File: config.mk
export PLATFORM = sky130hd
export DESIGN_NAME = mem_access_unit_flat
export DESIGN_NICKNAME = d
export VERILOG_FILES = /design/src/rtl/mem_access_unit_pkg.sv /design/src/rtl/mem_access_unit_if.sv /design/src/rtl/mem_access_unit_load_extend.sv /design/src/rtl/mem_access_unit.sv /design/src/flat_wrapper.sv
export SDC_FILE = /design/constraint.sdc
export NUM_CORES = 1
export LEC_CHECK = 0
export ABC_AREA = 1
export BUFFER_PORTS_ARGS = -buffer_cell sky130_fd_sc_hd__buf_2
export CELL_PAD_IN_SITES_DETAIL_PLACEMENT = 1
export CELL_PAD_IN_SITES_GLOBAL_PLACEMENT = 2
export CORE_MARGIN = 4
export CORE_UTILIZATION = 25
export CTS_CLUSTER_DIAMETER = 80
export DETAILED_ROUTE_END_ITERATION = 7
export HOLD_SLACK_MARGIN = 0.15
export MAX_ROUTING_LAYER = met4
export PLACE_DENSITY = 0.79
export SYNTH_ARGS = -nofsm -noshare
export SYNTH_HDL_FRONTEND = slang
export SYNTH_SLANG_ARGS = --single-unit
File: constraint.sdc
create_clock -name clk -period 1.8 [get_ports clk]
set_clock_uncertainty 0.2 [all_clocks]
set_input_delay 0.09 -clock clk [delete_from_list [all_inputs] [get_ports clk]]
set_output_delay 0.09 -clock clk [all_outputs]
set_load 0.02 [all_outputs]
File: src/rtl/mem_access_unit_pkg.sv
// Shared definitions for the memory access unit.
// Holds store-size codes, load funct3 codes, the FSM state encoding,
// the bus timeout limit and the alignment check used when an access is
// presented.
package mem_access_unit_pkg;

    typedef enum logic [1:0] {
        MEM_NONE = 2'b00,
        MEM_SB   = 2'b01,
        MEM_SH   = 2'b10,
        MEM_SW   = 2'b11
    } mem_write_e;

    localparam logic [2:0] LS_LB  = 3'b000;
    localparam logic [2:0] LS_LH  = 3'b001;
    localparam logic [2:0] LS_LW  = 3'b010;
    localparam logic [2:0] LS_LBU = 3'b100;
    localparam logic [2:0] LS_LHU = 3'b101;

    localparam logic [1:0] RES_SRC_LOAD = 2'b01;

    typedef enum logic [1:0] {
        ST_IDLE   = 2'b00,
        ST_ACCESS = 2'b01,
        ST_DONE   = 2'b10
    } state_e;

    localparam int unsigned   TIMEOUT_LIMIT = 16;
    localparam int unsigned   CNT_W         = 4;
    localparam logic [CNT_W-1:0] TIMEOUT_LAST = CNT_W'(TIMEOUT_LIMIT - 1);

    // Stores take their size from MemWrite; loads from funct3. Byte
    // accesses and unknown load codes never fault.
    function automatic logic is_misaligned(input logic       is_store,
                                           input logic [1:0] mem_write,
                                           input logic [2:0] load_size,
                                           input logic [1:0] addr_lo);
        logic mis;
        mis = 1'b0;
        if (is_store) begin
            case (mem_write)
                MEM_SH:  mis = addr_lo[0];
                MEM_SW:  mis = |addr_lo;
                default: mis = 1'b0;
            endcase
        end else begin
            case (load_size)
                LS_LH, LS_LHU: mis = addr_lo[0];
                LS_LW:         mis = |addr_lo;
                default:       mis = 1'b0;
            endcase
        end
        return mis;
    endfunction

endpackage

File: src/rtl/mem_access_unit_if.sv
// Word-oriented data bus between the memory access unit and memory.
//   bus_req/bus_we/bus_addr/bus_wdata/bus_be : request side (master drives)
//   bus_ready/bus_rdata                      : response side (slave drives)
interface mem_access_unit_if;
    logic        bus_req;
    logic        bus_we;
    logic [31:0] bus_addr;
    logic [31:0] bus_wdata;
    logic [3:0]  bus_be;
    logic        bus_ready;
    logic [31:0] bus_rdata;

    modport master (
        output bus_req, bus_we, bus_addr, bus_wdata, bus_be,
        input  bus_ready, bus_rdata
    );

    modport slave (
        input  bus_req, bus_we, bus_addr, bus_wdata, bus_be,
        output bus_ready, bus_rdata
    );
endinterface

File: src/rtl/mem_access_unit_load_extend.sv
// Combinational load data alignment and extension.
//   rdata     : raw 32-bit bus word
//   addr_lo   : byte offset within the word
//   load_size : load funct3
//   result    : shifted and sign/zero-extended load value
module load_extend
    import mem_access_unit_pkg::*;
(
    input  logic [31:0] rdata,
    input  logic [1:0]  addr_lo,
    input  logic [2:0]  load_size,
    output logic [31:0] result
);

    logic [31:0] shifted;

    assign shifted = rdata >> {addr_lo, 3'b000};

    always_comb begin
        case (load_size)
            LS_LB:   result = {{24{shifted[7]}}, shifted[7:0]};
            LS_LH:   result = {{16{shifted[15]}}, shifted[15:0]};
            LS_LBU:  result = {24'h0, shifted[7:0]};
            LS_LHU:  result = {16'h0, shifted[15:0]};
            default: result = shifted;
        endcase
    end

endmodule

File: src/rtl/mem_access_unit.sv
// Memory-stage access unit: turns a load/store in M into a single bus
// transaction, stalling the pipeline until it completes.
//   clk, rst        : clock, asynchronous active-low reset
//   MemWriteM       : store size (none/SB/SH/SW)
//   ResultSrcM      : 01 marks a load
//   LoadSizeM       : load funct3
//   ALUResultM      : byte address; WriteDataM: store data
//   StallM          : hold M and earlier stages
//   ReadDataM       : registered load result
//   MisalignM       : pulse, misaligned access dropped
//   BusErrM         : pulse, bus timed out
//   bus             : request/response bus (master side)
module mem_access_unit
    import mem_access_unit_pkg::*;
(
    input  logic        clk,
    input  logic        rst,
    input  logic [1:0]  MemWriteM,
    input  logic [1:0]  ResultSrcM,
    input  logic [2:0]  LoadSizeM,
    input  logic [31:0] ALUResultM,
    input  logic [31:0] WriteDataM,
    output logic        StallM,
    output logic [31:0] ReadDataM,
    output logic        MisalignM,
    output logic        BusErrM,
    mem_access_unit_if.master bus
);

    state_e            state_q, state_d;
    logic [CNT_W-1:0]  cnt_q, cnt_d;
    logic [31:0]       read_data_q, read_data_d;
    logic              misalign_q, misalign_d;
    logic              bus_err_q, bus_err_d;
    logic              bus_we_q, bus_we_d;
    logic [31:0]       bus_addr_q, bus_addr_d;
    logic [31:0]       bus_wdata_q, bus_wdata_d;
    logic [3:0]        bus_be_q, bus_be_d;
    logic [1:0]        off_q, off_d;
    logic [2:0]        lsize_q, lsize_d;

    logic              is_store, is_access, misaligned;
    logic [3:0]        store_be;
    logic [31:0]       store_wdata;
    logic [31:0]       ext_data;

    // A load that also carries a store size is handled as a store.
    assign is_store   = (MemWriteM != MEM_NONE);
    assign is_access  = is_store || (ResultSrcM == RES_SRC_LOAD);
    assign misaligned = is_misaligned(is_store, MemWriteM, LoadSizeM, ALUResultM[1:0]);

    always_comb begin
        store_be    = 4'b1111;
        store_wdata = WriteDataM;
        case (MemWriteM)
            MEM_SB: begin
                store_be    = 4'b0001 << ALUResultM[1:0];
                store_wdata = {4{WriteDataM[7:0]}};
            end
            MEM_SH: begin
                store_be    = 4'b0011 << {ALUResultM[1], 1'b0};
                store_wdata = {2{WriteDataM[15:0]}};
            end
            default: ;
        endcase
    end

    load_extend u_load_extend (
        .rdata     (bus.bus_rdata),
        .addr_lo   (off_q),
        .load_size (lsize_q),
        .result    (ext_data)
    );

    always_comb begin
        state_d     = state_q;
        cnt_d       = cnt_q;
        read_data_d = read_data_q;
        misalign_d  = 1'b0;
        bus_err_d   = 1'b0;
        bus_we_d    = bus_we_q;
        bus_addr_d  = bus_addr_q;
        bus_wdata_d = bus_wdata_q;
        bus_be_d    = bus_be_q;
        off_d       = off_q;
        lsize_d     = lsize_q;
        StallM      = 1'b0;

        case (state_q)
            ST_IDLE: begin
                if (is_access) begin
                    if (misaligned) begin
                        misalign_d  = 1'b1;
                        read_data_d = '0;
                        state_d     = ST_DONE;
                    end else begin
                        StallM      = 1'b1;
                        cnt_d       = '0;
                        bus_we_d    = is_store;
                        bus_addr_d  = {ALUResultM[31:2], 2'b00};
                        bus_wdata_d = is_store ? store_wdata : '0;
                        bus_be_d    = is_store ? store_be : 4'b1111;
                        off_d       = ALUResultM[1:0];
                        lsize_d     = LoadSizeM;
                        state_d     = ST_ACCESS;
                    end
                end
            end
            ST_ACCESS: begin
                StallM = 1'b1;
                // bus_ready is checked first so a response on the last
                // allowed cycle still completes normally.
                if (bus.bus_ready) begin
                    if (!bus_we_q) begin
                        read_data_d = ext_data;
                    end
                    state_d = ST_DONE;
                end else if (cnt_q == TIMEOUT_LAST) begin
                    bus_err_d   = 1'b1;
                    read_data_d = '0;
                    state_d     = ST_DONE;
                end else begin
                    cnt_d = cnt_q + 1'b1;
                end
            end
            ST_DONE: begin
                state_d = ST_IDLE;
            end
            default: begin
                state_d = ST_IDLE;
            end
        endcase
    end

    always_ff @(posedge clk or negedge rst) begin
        if (!rst) begin
            state_q     <= ST_IDLE;
            cnt_q       <= '0;
            read_data_q <= '0;
            misalign_q  <= 1'b0;
            bus_err_q   <= 1'b0;
            bus_we_q    <= 1'b0;
            bus_addr_q  <= '0;
            bus_wdata_q <= '0;
            bus_be_q    <= '0;
            off_q       <= '0;
            lsize_q     <= '0;
        end else begin
            state_q     <= state_d;
            cnt_q       <= cnt_d;
            read_data_q <= read_data_d;
            misalign_q  <= misalign_d;
            bus_err_q   <= bus_err_d;
            bus_we_q    <= bus_we_d;
            bus_addr_q  <= bus_addr_d;
            bus_wdata_q <= bus_wdata_d;
            bus_be_q    <= bus_be_d;
            off_q       <= off_d;
            lsize_q     <= lsize_d;
        end
    end

    assign ReadDataM     = read_data_q;
    assign MisalignM     = misalign_q;
    assign BusErrM       = bus_err_q;
    assign bus.bus_req   = (state_q == ST_ACCESS);
    assign bus.bus_we    = bus_we_q;
    assign bus.bus_addr  = bus_addr_q;
    assign bus.bus_wdata = bus_wdata_q;
    assign bus.bus_be    = bus_be_q;

endmodule

File: src/flat_wrapper.sv
// flat-port wrapper written by rule: the top's interface ports become plain ports
module mem_access_unit_flat import mem_access_unit_pkg::*;
  (clk, rst, MemWriteM, ResultSrcM, LoadSizeM, ALUResultM, WriteDataM, StallM, ReadDataM, MisalignM, BusErrM, bus_bus_req, bus_bus_we, bus_bus_addr, bus_bus_wdata, bus_bus_be, bus_bus_ready, bus_bus_rdata);
  mem_access_unit_if bus_i ();
  input  logic clk;
  input  logic rst;
  input  logic [1:0] MemWriteM;
  input  logic [1:0] ResultSrcM;
  input  logic [2:0] LoadSizeM;
  input  logic [31:0] ALUResultM;
  input  logic [31:0] WriteDataM;
  output logic StallM;
  output logic [31:0] ReadDataM;
  output logic MisalignM;
  output logic BusErrM;
  output wire logic [$bits(bus_i.bus_req)-1:0] bus_bus_req;
  output wire logic [$bits(bus_i.bus_we)-1:0] bus_bus_we;
  output wire logic [$bits(bus_i.bus_addr)-1:0] bus_bus_addr;
  output wire logic [$bits(bus_i.bus_wdata)-1:0] bus_bus_wdata;
  output wire logic [$bits(bus_i.bus_be)-1:0] bus_bus_be;
  input wire logic [$bits(bus_i.bus_ready)-1:0] bus_bus_ready;
  input wire logic [$bits(bus_i.bus_rdata)-1:0] bus_bus_rdata;
  assign bus_bus_req = bus_i.bus_req;
  assign bus_bus_we = bus_i.bus_we;
  assign bus_bus_addr = bus_i.bus_addr;
  assign bus_bus_wdata = bus_i.bus_wdata;
  assign bus_bus_be = bus_i.bus_be;
  assign bus_i.bus_ready = bus_bus_ready;
  assign bus_i.bus_rdata = bus_bus_rdata;
  mem_access_unit u_core (.clk(clk), .rst(rst), .MemWriteM(MemWriteM), .ResultSrcM(ResultSrcM), .LoadSizeM(LoadSizeM), .ALUResultM(ALUResultM), .WriteDataM(WriteDataM), .StallM(StallM), .ReadDataM(ReadDataM), .MisalignM(MisalignM), .BusErrM(BusErrM), .bus(bus_i));
endmodule
Word level (Yosys, flattened, before mapping). Index checks and enable logic that the tools add are counted.

$add $sub $neg: 1. Equality and inequality tests: 19. Shift-type cells: 3. Muxes and demuxes: 33. Bitwise operators: 1. Reductions and logical operators: 11.

Operators by type and width (number): $mux W32 (6); $pmux W32 S2 (2); $pmux W32 S4 (1); $shr A32 B5 Y32 (1); $mux W4 (5); $pmux W4 S2 (2); $reduce_and A5 Y1 (2); $eq A3 B3 Y1 const B (3); $mux W1 (9); $mux W2 (4); $eq A2 B1 Y1 const B (3); $eq A3 B1 Y1 const B (2); $ne A2 B2 Y1 const B (3); $pmux W1 S2 (3); $add A4 B1 Y4 const B (1); $eq A2 B2 Y1 const B (2); $eq A4 B4 Y1 const B (1); $ne A2 B1 Y1 const B (2); $pmux W2 S2 (1); $reduce_bool A2 Y1 (2); $reduce_or A2 Y1 (2); $shl A1 B2 Y4 const A (1); $shl A2 B2 Y4 const A (1); $eq A3 B2 Y1 const B (1); other kinds (8) (8).

Flip-flop bits (word level): 112. Input port bits: 106. Output and inout port bits: 105.

Longest topological paths before layout. Gate-level depths: netlist of the first run.

Depth after elaboration: 7. Mapped depth: 11.

By module. Synthesis of the first run repeated with hierarchy kept, for this count alone.

Cells, all modules: 806. Area, all modules: 6192.2 µm².

By module, submodules not included: mem_access_unit (instances 1, cells an instance 648, area each 5271.3 µm², seq. area each 2802.7 µm²); load_extend (instances 1, cells an instance 158, area each 920.9 µm², seq. area each 0.0 µm²).

Worst setup path after synthesis of the first run. Ideal clock, no wire load.

Kind: reg-to-reg. From: reg u_core.cnt_q[0]. To: reg u_core.read_data_q[0] (netlist: u_core.ReadDataM[0]). Data arrival time: 1.362 ns. Path slack: 0.115 ns. Stages on the path, launching flop included: 10. Buffers on the path: 1. Clock period less this slack: 1.685 ns. Path through: dfrtp_1 > ha_1 > nand3_2 > nand3_1 > inv_1 > nor2_2 > nand3_4 > buf_6 > nand2_2 > o21ai_2.

Cells in the longest elaborated chain, start to end: 3.

RTL lines: start: declaration (line mem_access_unit.sv:31) `logic [CNT_W-1:0] cnt_q, cnt_d;`; start signal: assignment (line mem_access_unit.sv:150) `cnt_q <= cnt_d;`; $eq A4 B4 Y1 (line mem_access_unit.sv:118) `end else if (cnt_q == TIMEOUT_LAST) begin`; $ne A3 B1 Y1 (no line); $reduce_and A5 Y1 (no line); end signal: assignment (line mem_access_unit.sv:151) `read_data_q <= read_data_d;`; end: declaration (line mem_access_unit.sv:32) `logic [31:0] read_data_q, read_data_d;`.

No other way between the ends. A chain may end at the register's enable or synchronous reset.

Worst setup path after layout of the first run.
From: reg u_core.state_q[0]. To: out StallM.

Cells in the longest elaborated chain, start to end: 2.

RTL lines: start: declaration (line mem_access_unit.sv:30) `state_e state_q, state_d;`; start signal: assignment (line mem_access_unit.sv:149) `state_q <= state_d;`; $eq A2 B1 Y1 or $logic_not A2 Y1 (tied branches) (line mem_access_unit.sv:89) `case (state_q)`; $pmux W1 S2 * (line mem_access_unit.sv:89); end: declaration (line flat_wrapper.sv:12) `output logic StallM;`.

Every way passes the cells marked *; elsewhere a longest branch is shown, timed or not.

==> results of run 1 <==
how the worst max path moves through the flow:
stage | slack [ns] | startpoint | cells past startpoint | endpoint
2_1_floorplan | 0.12 | u_core.cnt_q[0] | 9 | u_core.ReadDataM[0]
3_3_place_gp | 0.05 | MemWriteM[0] | 11 | u_core.bus.bus_wdata[3]
3_5_place_dp | 0.008 | u_core.cnt_q[0] | 9 | u_core.ReadDataM[8]
4_1_cts | 0.01 | u_core.cnt_q[0] | 9 | u_core.ReadDataM[9]
5_1_grt | -0.11 | u_core.cnt_q[1] | 9 | u_core.ReadDataM[24]
6_report | -0.02 | u_core.state_q[0] | 5 | StallM
final cells by class:
class / count / share of cell area
multi-input combinational: 565 / 0.308
antenna: 2 / 0.000545
inverter: 30 / 0.0135
clock inverter: 6 / 0.00762
timing repair buffer: 369 / 0.296
sequential: 112 / 0.305
tap: 319 / 0.0434
clock buffer: 10 / 0.0260
synthesized netlist by cell type:
library cell and n:
nand4_1 1, clkbuf_1 8, buf_2 10, inv_6 1, nand2_2 30, clkinv_1 1
o21bai_1 1, inv_4 1, nor2_1 20, clkinv_2 1, nor3_1 1, o21ai_0 24
o31ai_1 3, buf_1 1, nand3_1 48, nand3_4 3, buf_6 14, buf_4 13
nand3_2 2, ha_1 5, xor2_1 1, nand2_1 315, inv_1 20, o211ai_1 7
conb_1 1, o21ai_1 10, nor2_4 3, nand3b_1 1, a21oi_1 32, dfrtp_1 112
nand2_4 1, or2_2 18, nor2_2 2, o21ai_2 32, a21oi_2 2, inv_2 6
nor2_8 1
power by group through the flow:
stage | clock [mW] | sequential (mW) | combinational (mW)
CTS | 2.21 | 4.45 | 7.95
detailed placement | 0 | 4.44 | 7.73
floorplan | 0 | 5.56 | 3.92
global route | 2.30 | 4.63 | 9.14
finish | 2.12 | 4.46 | 8.30
global placement | 0 | 4.48 | 7.56
state kept, by name (all words and copies together), names as in the netlist:
signal	count
u_core.BusErrM	1
u_core.MisalignM	1
u_core.ReadDataM	32
u_core.bus.bus_addr	30
u_core.bus.bus_be	4
u_core.bus.bus_wdata	32
u_core.bus.bus_we	1
u_core.cnt_q	4
u_core.lsize_q	3
u_core.off_q	2
u_core.state_q	2
layer usage:
metal / routed length [um] / part of all wire
met4: 313 / 0.014
met5: 0 / 0
met3: 1450 / 0.064
met2: 10900 / 0.48
met1: 9920 / 0.44
cells by family after synthesis:
family                     count (synthesis)  share of synthesized area
and+or+nand+nor                          446                      0.327
DFF                                      112                      0.466
AOI/OAI and AO/OA                        111                      0.118
buffers and inverters                     76                     0.0765
adders and majority gates                  5                     0.0104
xor gates and xnor gates                   1                    0.00146
other                                      1                   0.000623
metrics by stage:
| stage | setup TNS [ns] | utilization | total power, mW | instance area (um^2) |
|---|---|---|---|---|
| 3_5_place_dp | 0 | 0.321 | 12.2 | 7550 |
| 5_1_grt | -2.93 | 0.390 | 16.1 | 9190 |
| 3_3_place_gp | 0 | 0.321 | 12.0 | 7550 |
| 4_1_cts | 0 | 0.381 | 14.6 | 8970 |
| 6_report | -0.0202 | 0.390 | 14.9 | 9190 |
| 2_1_floorplan | 0 | - | 9.48 | 6020 |
critical path, stage by stage, from the launching register on:
cell and delay (ns):
dfrtp_1 0.45, nor2_4 0.17, nand4_1 0.15, buf_4 0.19, nand2_1 0.06, buf_2 0.16
repair_timing:
| item | CTS | global route |
|---|---|---|
| endpoints found under the setup margin | 6 | 40 |
| buffers inserted | 1 | 5 |
| endpoints found under the hold margin | 217 | 3 |
| hold buffers | 110 | 2 |
| cloned | 0 | 4 |
| resized for setup | 2 | 23 |
| pin swaps | 1 | 6 |
==> impl_results.md, run 1 <==
* Setup slack at placement at 0.00801 ns
* Failing checks: negative setup slack
* Period utilization at 1.01
* Syn_area_per_cell at 8.00 um^2
* Crit start category: flip-flop
* Leakage power at 4.82 nW
* Fmax at 549 MHz
* Synth warn at 0
* Total global routing track utilization at 0.172
* Area delta synth->final at 52.8%
* First-pass GRT wire length at 35500 um
* Worst R2R Path Depth at 9
* Yosys reg bits at 112
* Hold Path Stages at 5
* M1 GR Usage at 0.218
* I/O pins at 211
* Sequential Power Share at 0.300
* Placed cell count at 1274
* Top-area cell type share of the netlist area at 0.466
* PD cells at 1620 nW/um^2
* Worst VDD drop at 0.750 mV
* Status: finished, violations left
* Full die area at 26600 um^2
* Commonest non-fill, non-tap cell in the layout: nand2_1
* Vias in the first global route at approximately 6600
* Cell variety after synth at 37
* Synth area leader: dfrtp_1
* Vias per cell at 4.41
* Mapped Cells at approximately 750
* 1st-iter DRT viols at 251
* Final HPWL DP at 15800 um
* Worst Setup End Kind: primary output
* FF-to-FF setup slack at 0 ns
* Post-route ant nets at 0
* CTS H-tree lvls at 3
* Fin worst setup slack at -0.0201 ns
* Reg clk slew, reported paths at 0.09 ns
* Drt pass-1 iters at 4
* CTS tree: yes
* Hold path endpoint: u_core.bus.bus_we
* DR WL/cell at 16.0 um
* Register area at between 2000 and 3000 um^2
* Final Hold Viols at 0
* GR Util met3 at 0.0356
* Final std cells w/o fill at 1413
* Final WL at ~23000 um
* Crit Path Category: reg2out
* Most frequent cells in the layout: nand2_1 (311), buf_2 (207), dlygate4sd3_1 (111), dfrtp_1 (111), nand3_1 (47)
* Clock share of power at 0.142
* CTS root buffer: clkbuf_16
* Busiest layer in global routing: met2
* Pin count of the biggest net entering global routing at 54
* M2 GR Usage at 0.283
* Via count at 6226
* Hold Path Class: in2reg
* Crit path arrival time at around 1.5 ns
* Setup-failing EPs final at 2
* Clock Latency Late Sink at 0.36 ns
* Period minus WS final at 1.82 ns
* Clock buffer depth at 2
* Final Wtd Congestion at 0.798
* Max cap viols at 0
* P_sw at around 7 mW
* # rows at 56
* Grt ovf at 0
* Core footprint at ~24000 um^2
* Max-slew violations at 0
* CTS buffer count at 9
* Mapped cell area at 6020 um^2
* Chip Height at 163 um
* Die Width at 163 um
* Worst R2R End: u_core.ReadDataM[18]
* Critical path peak fanout at 3
* Layout fillers at between 2000 and 3000
* Initial antenna violation count at 2
* Sw Ratio at 0.479
* RSZ-0062 raised after global routing: true
* CP required at 1.51 ns
* Area contributors post-synth: dfrtp_1 (47%), nand2_1 (20%), o21ai_2 (4.7%)
* DRC viols at 0
* Initial Util at 0.256
* Gate power share at 0.558
* Nets at approximately 1200
* Reg2reg start: u_core.cnt_q[1]
* Hold WS at 0.176 ns
* Multi-input logic area at 2830 um^2
* CTS sink cnt at between 100 and 150
* Int Power at 7.76 mW
* Input/output buffers at 208
* Register area share after synthesis at 0.466
* Share of cells above drive strength 1 at 0.357
* Min-delay src: MemWriteM[1]
(Power assumes the default switching activity.)
==> inputs of run 2 (changes only) <==
Settings changed: BUFFER_PORTS_ARGS -buffer_cell sky130_fd_sc_hd__buf_2 to unset, CORE_UTILIZATION 25 to 32, DONT_BUFFER_PORTS set to 1.
==> impl_results.md, run 2 (same netlist as run 1, synthesis figures left out) <==
* Fmax at 551 MHz
* CTS tree: yes
* Full die area at 21100 um^2
* Most frequent cells in the layout: nand2_1 (296), dfrtp_1 (110), dlygate4sd3_1 (108)
* Post-route ant nets at 0
* CTS buffer count at 9
* Setup-failing EPs final at 13
* Final Wtd Congestion at 0.848
* Leakage power at 4.00 nW
* Input/output buffers at 0
* Vias per cell at approximately 5.1
* Setup slack at placement at -0.0606 ns
* Area delta synth->final at 36.3%
* Via count at between 5000 and 6000
* Chip Height at ~150 um
* CP cell instances: ha_4 -> nand3_4 -> nand3_2 -> inv_2 -> nor2_4 -> nand3_4 -> buf_6 -> nand2_4 -> o21ai_2
* Worst R2R Path Depth at 9
* PD cells at roughly 1800 nW/um^2
* Final HPWL DP at 14300 um
* Pin count of the biggest net entering global routing at 113
* Reg2reg start: u_core.cnt_q[1]
* RSZ-0062 raised after global routing: true
* Period minus WS final at 1.82 ns
* Reg clk slew, reported paths at 0.08 ns
* # rows at 49
* CP required at about 1.8 ns
* Period utilization at 1.01
* Fin worst setup slack at -0.0152 ns
* Placed cell count at 969
* Commonest non-fill, non-tap cell in the layout: nand2_1
* Worst VDD drop at between 0.6 and 0.7 mV
* Initial antenna violation count at 3
* Max cap viols at 0
* CTS sink cnt at 112
* Clock buffer depth at 2
* Worst path max stage delay at 0.41 ns
* DR WL/cell at 19.6 um
* Worst R2R End: u_core.ReadDataM[5]
* Share of cells above drive strength 1 at 0.225
* First-pass GRT wire length at around 34000 um
* Critical path peak fanout at 7
* Layout fillers at 2109
* Die Width at 145 um
* Core footprint at 18200 um^2
* Vias in the first global route at 6187
* Total global routing track utilization at 0.204
* Crit path arrival time at between 1.5 and 2 ns
* Clock Latency Late Sink at 0.36 ns
* CTS H-tree lvls at 3
* Final std cells w/o fill at between 1000 and 1500
* I/O pins at 211
* Slowest CP cell: dfrtp_1
* Initial Util at 0.330
* Hold WS at -0.783 ns
* 1st-iter DRT viols at 255
* FF-to-FF setup slack at -0.02 ns
* Crit start category: flip-flop
* CTS root buffer: clkbuf_16
* Nets at 993
* Crit path top cell by count: nand3_4
* Post-route cell area at 8200 um^2
* DRC viols at 0
* Final WL at between 20000 and 25000 um
* Crit Path Category: reg2reg
* Placed Instance Area at around 6300 um^2
* Grt ovf at 0
* Max-slew violations at 0
* Status: finished, violations left
* Failing checks: negative hold slack, negative setup slack
* Drt pass-1 iters at 4
* Hold Path Class: in2async
* Final Hold Viols at ~110
* Worst Setup End Kind: flip-flop
## run 2: final cells by class
class                      count  area, um^2  share of cell area
clock buffer                   9         225              0.0275
sequential                   112        2810               0.342
inverter                      30         133              0.0162
antenna                        3        7.51            0.000916
multi-input combinational    567        2950               0.360
timing repair buffer         162        1700               0.208
tap                          229         287              0.0350
clock inverter                 7        87.6              0.0107
## run 2: timing repair
action | in CTS | in global routing
endpoints found under the hold margin | 224 | 113
hold buffers | 109 | 1
resized for setup | 6 | 53
gates cloned | 0 | 8
buffers inserted | 1 | 13
pin swaps | 2 | 6
endpoints found under the setup margin | 51 | 70
## run 2: how the worst max path moves through the flow
stage,depth (start not counted),slack [ns],start,endpoint
after floorplan,9,0.12,u_core.cnt_q[0],u_core.ReadDataM[0]
after global placement,9,0.03,u_core.cnt_q[0],u_core.ReadDataM[8]
after detailed placement,9,-0.06,u_core.cnt_q[0],u_core.ReadDataM[9]
after CTS,5,0.002,u_core.state_q[1],StallM
after global routing,10,-0.08,u_core.state_q[0],u_core.cnt_q[2]
final,9,-0.02,u_core.cnt_q[1],u_core.ReadDataM[5]
## run 2: metrics by stage
step	total power, mW	util	setup TNS [ns]
6_report	14.4	0.450	-0.0848
5_1_grt	15.4	0.450	-2.91
4_1_cts	13.4	0.425	0
3_5_place_dp	11.0	0.346	-1.17
3_3_place_gp	10.7	0.346	0
2_1_floorplan	9.48	-	0
## run 2: layer usage
| metal | vias up | track usage | wire, um |
|---|---|---|---|
| met5 | - | - | 0 |
| met4 | 0 | 0.0755 | 543 |
| met3 | 35 | 0.0471 | 1270 |
| met2 | 175 | 0.366 | 11800 |
| met1 | 2788 | 0.221 | 8320 |
| li1 | 2666 | - | - |
## run 2: report_power, final
part	total [mW]	internal [mW]	switching, mW
logic	6.25	2.61	3.64
clock network	2.11	1.00	1.11
registers	6.02	3.62	2.40
total	14.4	7.23	7.15
## run 2: worst max-delay path, delay by kind of cell (launching register included)
kind | cells | cell delay [ns]
and+or+nand+nor | 5 | 0.58
DFF | 1 | 0.41
buffers and inverters | 2 | 0.27
adders and majority gates | 1 | 0.17
AOI/OAI and AO/OA | 1 | 0.06
==> inputs of run 3 (changes only) <==
Settings changed: GPL_TIMING_DRIVEN set to 0.
==> impl_results.md, run 3 (same netlist as run 1, synthesis figures left out) <==
* Status: finished, violations left
* Failing checks: negative hold slack, negative setup slack
* CTS sink cnt at between 100 and 150
* Final WL at 22000 um
* Critical path peak fanout at 5
* Setup-failing EPs final at 39
* Crit path top cell by count: nand2_4
* Clock Latency Late Sink at 0.36 ns
* ANT cells at 0
* Worst VDD drop at roughly 0.79 mV
* CTS buffer count at 9
* CP startpoint: u_core.state_q[0]
* Placed cell count at 982
* Final std cells w/o fill at 1137
* Total global routing track utilization at 0.210
* Grt ovf at 0
* Gate power share at 0.448
* Input/output buffers at 0
* Via count at 5724
* Max-slew violations at 0
* RSZ-0062 raised after global routing: true
* Die Width at 145 um
* 1st-iter DRT viols at 245
* Vias per cell at 5.03
* Fin worst setup slack at -0.0695 ns
* Sw Ratio at 0.488
* Reg2reg start: u_core.state_q[0]
* # rows at 49
* Core footprint at 18200 um^2
* Initial Util at 0.330
* Int Power at 7.50 mW
* Period minus WS final at 1.87 ns
* Commonest non-fill, non-tap cell in the layout: nand2_1
* Drt pass-1 iters at 4
* Post-route ant nets at 0
* DR WL/cell at 19.4 um
* Area delta synth->final at 37.5%
* Hold Path Class: in2async
* Sequential Power Share at 0.406
* Clock share of power at 0.147
* DRC viols at 0
* Crit path buffers/inverters at 4
* Worst Setup End Kind: flip-flop
* Period utilization at 1.04
* Final Hold Viols at 114
* First-pass GRT wire length at around 34000 um
* CP required at 1.88 ns
* Nets at 1014
* CTS root buffer: clkbuf_16
* I/O pins at around 210
* Share of cells above drive strength 1 at 0.224
* Slowest CP cell: dfrtp_1
* Full die area at approximately 21000 um^2
* Pin count of the biggest net entering global routing at 113
* Crit Path Category: reg2reg
* Fmax at roughly 530 MHz
* CTS H-tree lvls at 3
* Leakage power at 4.06 nW
* Top delay family on crit path: simple AND/OR/NAND/NOR gates
* Crit start category: flip-flop
* Chip Height at 145 um
* CP cell instances: inv_2 -> nor2_4 -> inv_4 -> nor2_8 -> nand2_4 -> nand3_4 -> buf_12 -> clkbuf_16 -> nand2_4 -> o21ai_2
* Final HPWL DP at roughly 15000 um
* Initial antenna violation count at 0
* Vias in the first global route at 6270
* CTS tree: yes
* Max cap viols at 0
* Worst path max stage delay at just over 0.4 ns
* Final Wtd Congestion at 0.860
* Clock buffer depth at 2
* PD cells at about 1800 nW/um^2
* Hold WS at -0.777 ns
* Crit path arrival time at about 2.0 ns
* Reg clk slew, reported paths at 0.09 ns
* P_sw at 7.15 mW
* Most frequent cells in the layout: nand2_1 (311), dfrtp_1 (112), dlygate4sd3_1 (107)
==> run 3: layout make-up <==
class	count	area (um^2)
multi-input combinational	566	2920
timing repair buffer	140	1400
tap	229	287
fill	2155	9940
sequential	112	2800
clock inverter	7	87.6
clock buffer	9	225
buffer	44	414
inverter	30	130
==> run 3: worst paths after layout <==
check / depth (start not counted) / end / slack, ns
setup / recovery: 10 / u_core.ReadDataM[24] / -0.07
hold / removal: 0 / u_core.ReadDataM[4] / -0.78
max in group asynchronous: 0 / u_core.ReadDataM[11] / 2.03
setup reg to reg: 10 / u_core.ReadDataM[24] / -0.07
hold reg to reg: 2 / u_core.lsize_q[2] / 0.37
min in group clk: 1 / u_core.BusErrM / -0.41
==> run 3: what timing repair did <==
item / CTS / global route
cloned: 2 / 1
resized for setup: 23 / 50
pin swaps: 7 / 15
setup endpoints to repair: 34 / 98
endpoints found under the hold margin: 224 / 132
hold buffers: 101 / 8
buffers inserted: 14 / 15
==> run 3: metrics by stage <==
stage	setup TNS (ns)	power [mW]	setup WS, ns	util	instance area, um^2
floorplan	0	9.48	0.115	-	6020
global placement	-2.71	10.7	-0.108	0.346	6310
CTS	-2.33	14.0	-0.0804	0.431	7860
finish	-1.37	14.7	-0.0695	0.454	8270
detailed placement	-4.40	11.0	-0.173	0.346	6310
global route	-9.05	15.7	-0.145	0.454	8270
==> run 3: power groups by stage <==
stage | Clock [mW] | Sequential (mW) | Combinational, mW
floorplan | 0 | 5.56 | 3.92
global placement | 0 | 5.93 | 4.80
detailed placement | 0 | 5.95 | 5.03
CTS | 2.21 | 5.93 | 5.89
global route | 2.32 | 6.09 | 7.27
finish | 2.15 | 5.94 | 6.56
==> run 3: per-layer routing <==
| metal | vias up | GRT usage | wire [um] |
|---|---|---|---|
| met5 | - | - | 0 |
| met4 | 0 | 0.0764 | 613 |
| met3 | 44 | 0.0477 | 1250 |
| met2 | 207 | 0.379 | 11700 |
| met1 | 2781 | 0.227 | 8510 |
| li1 | 2692 | - | - |
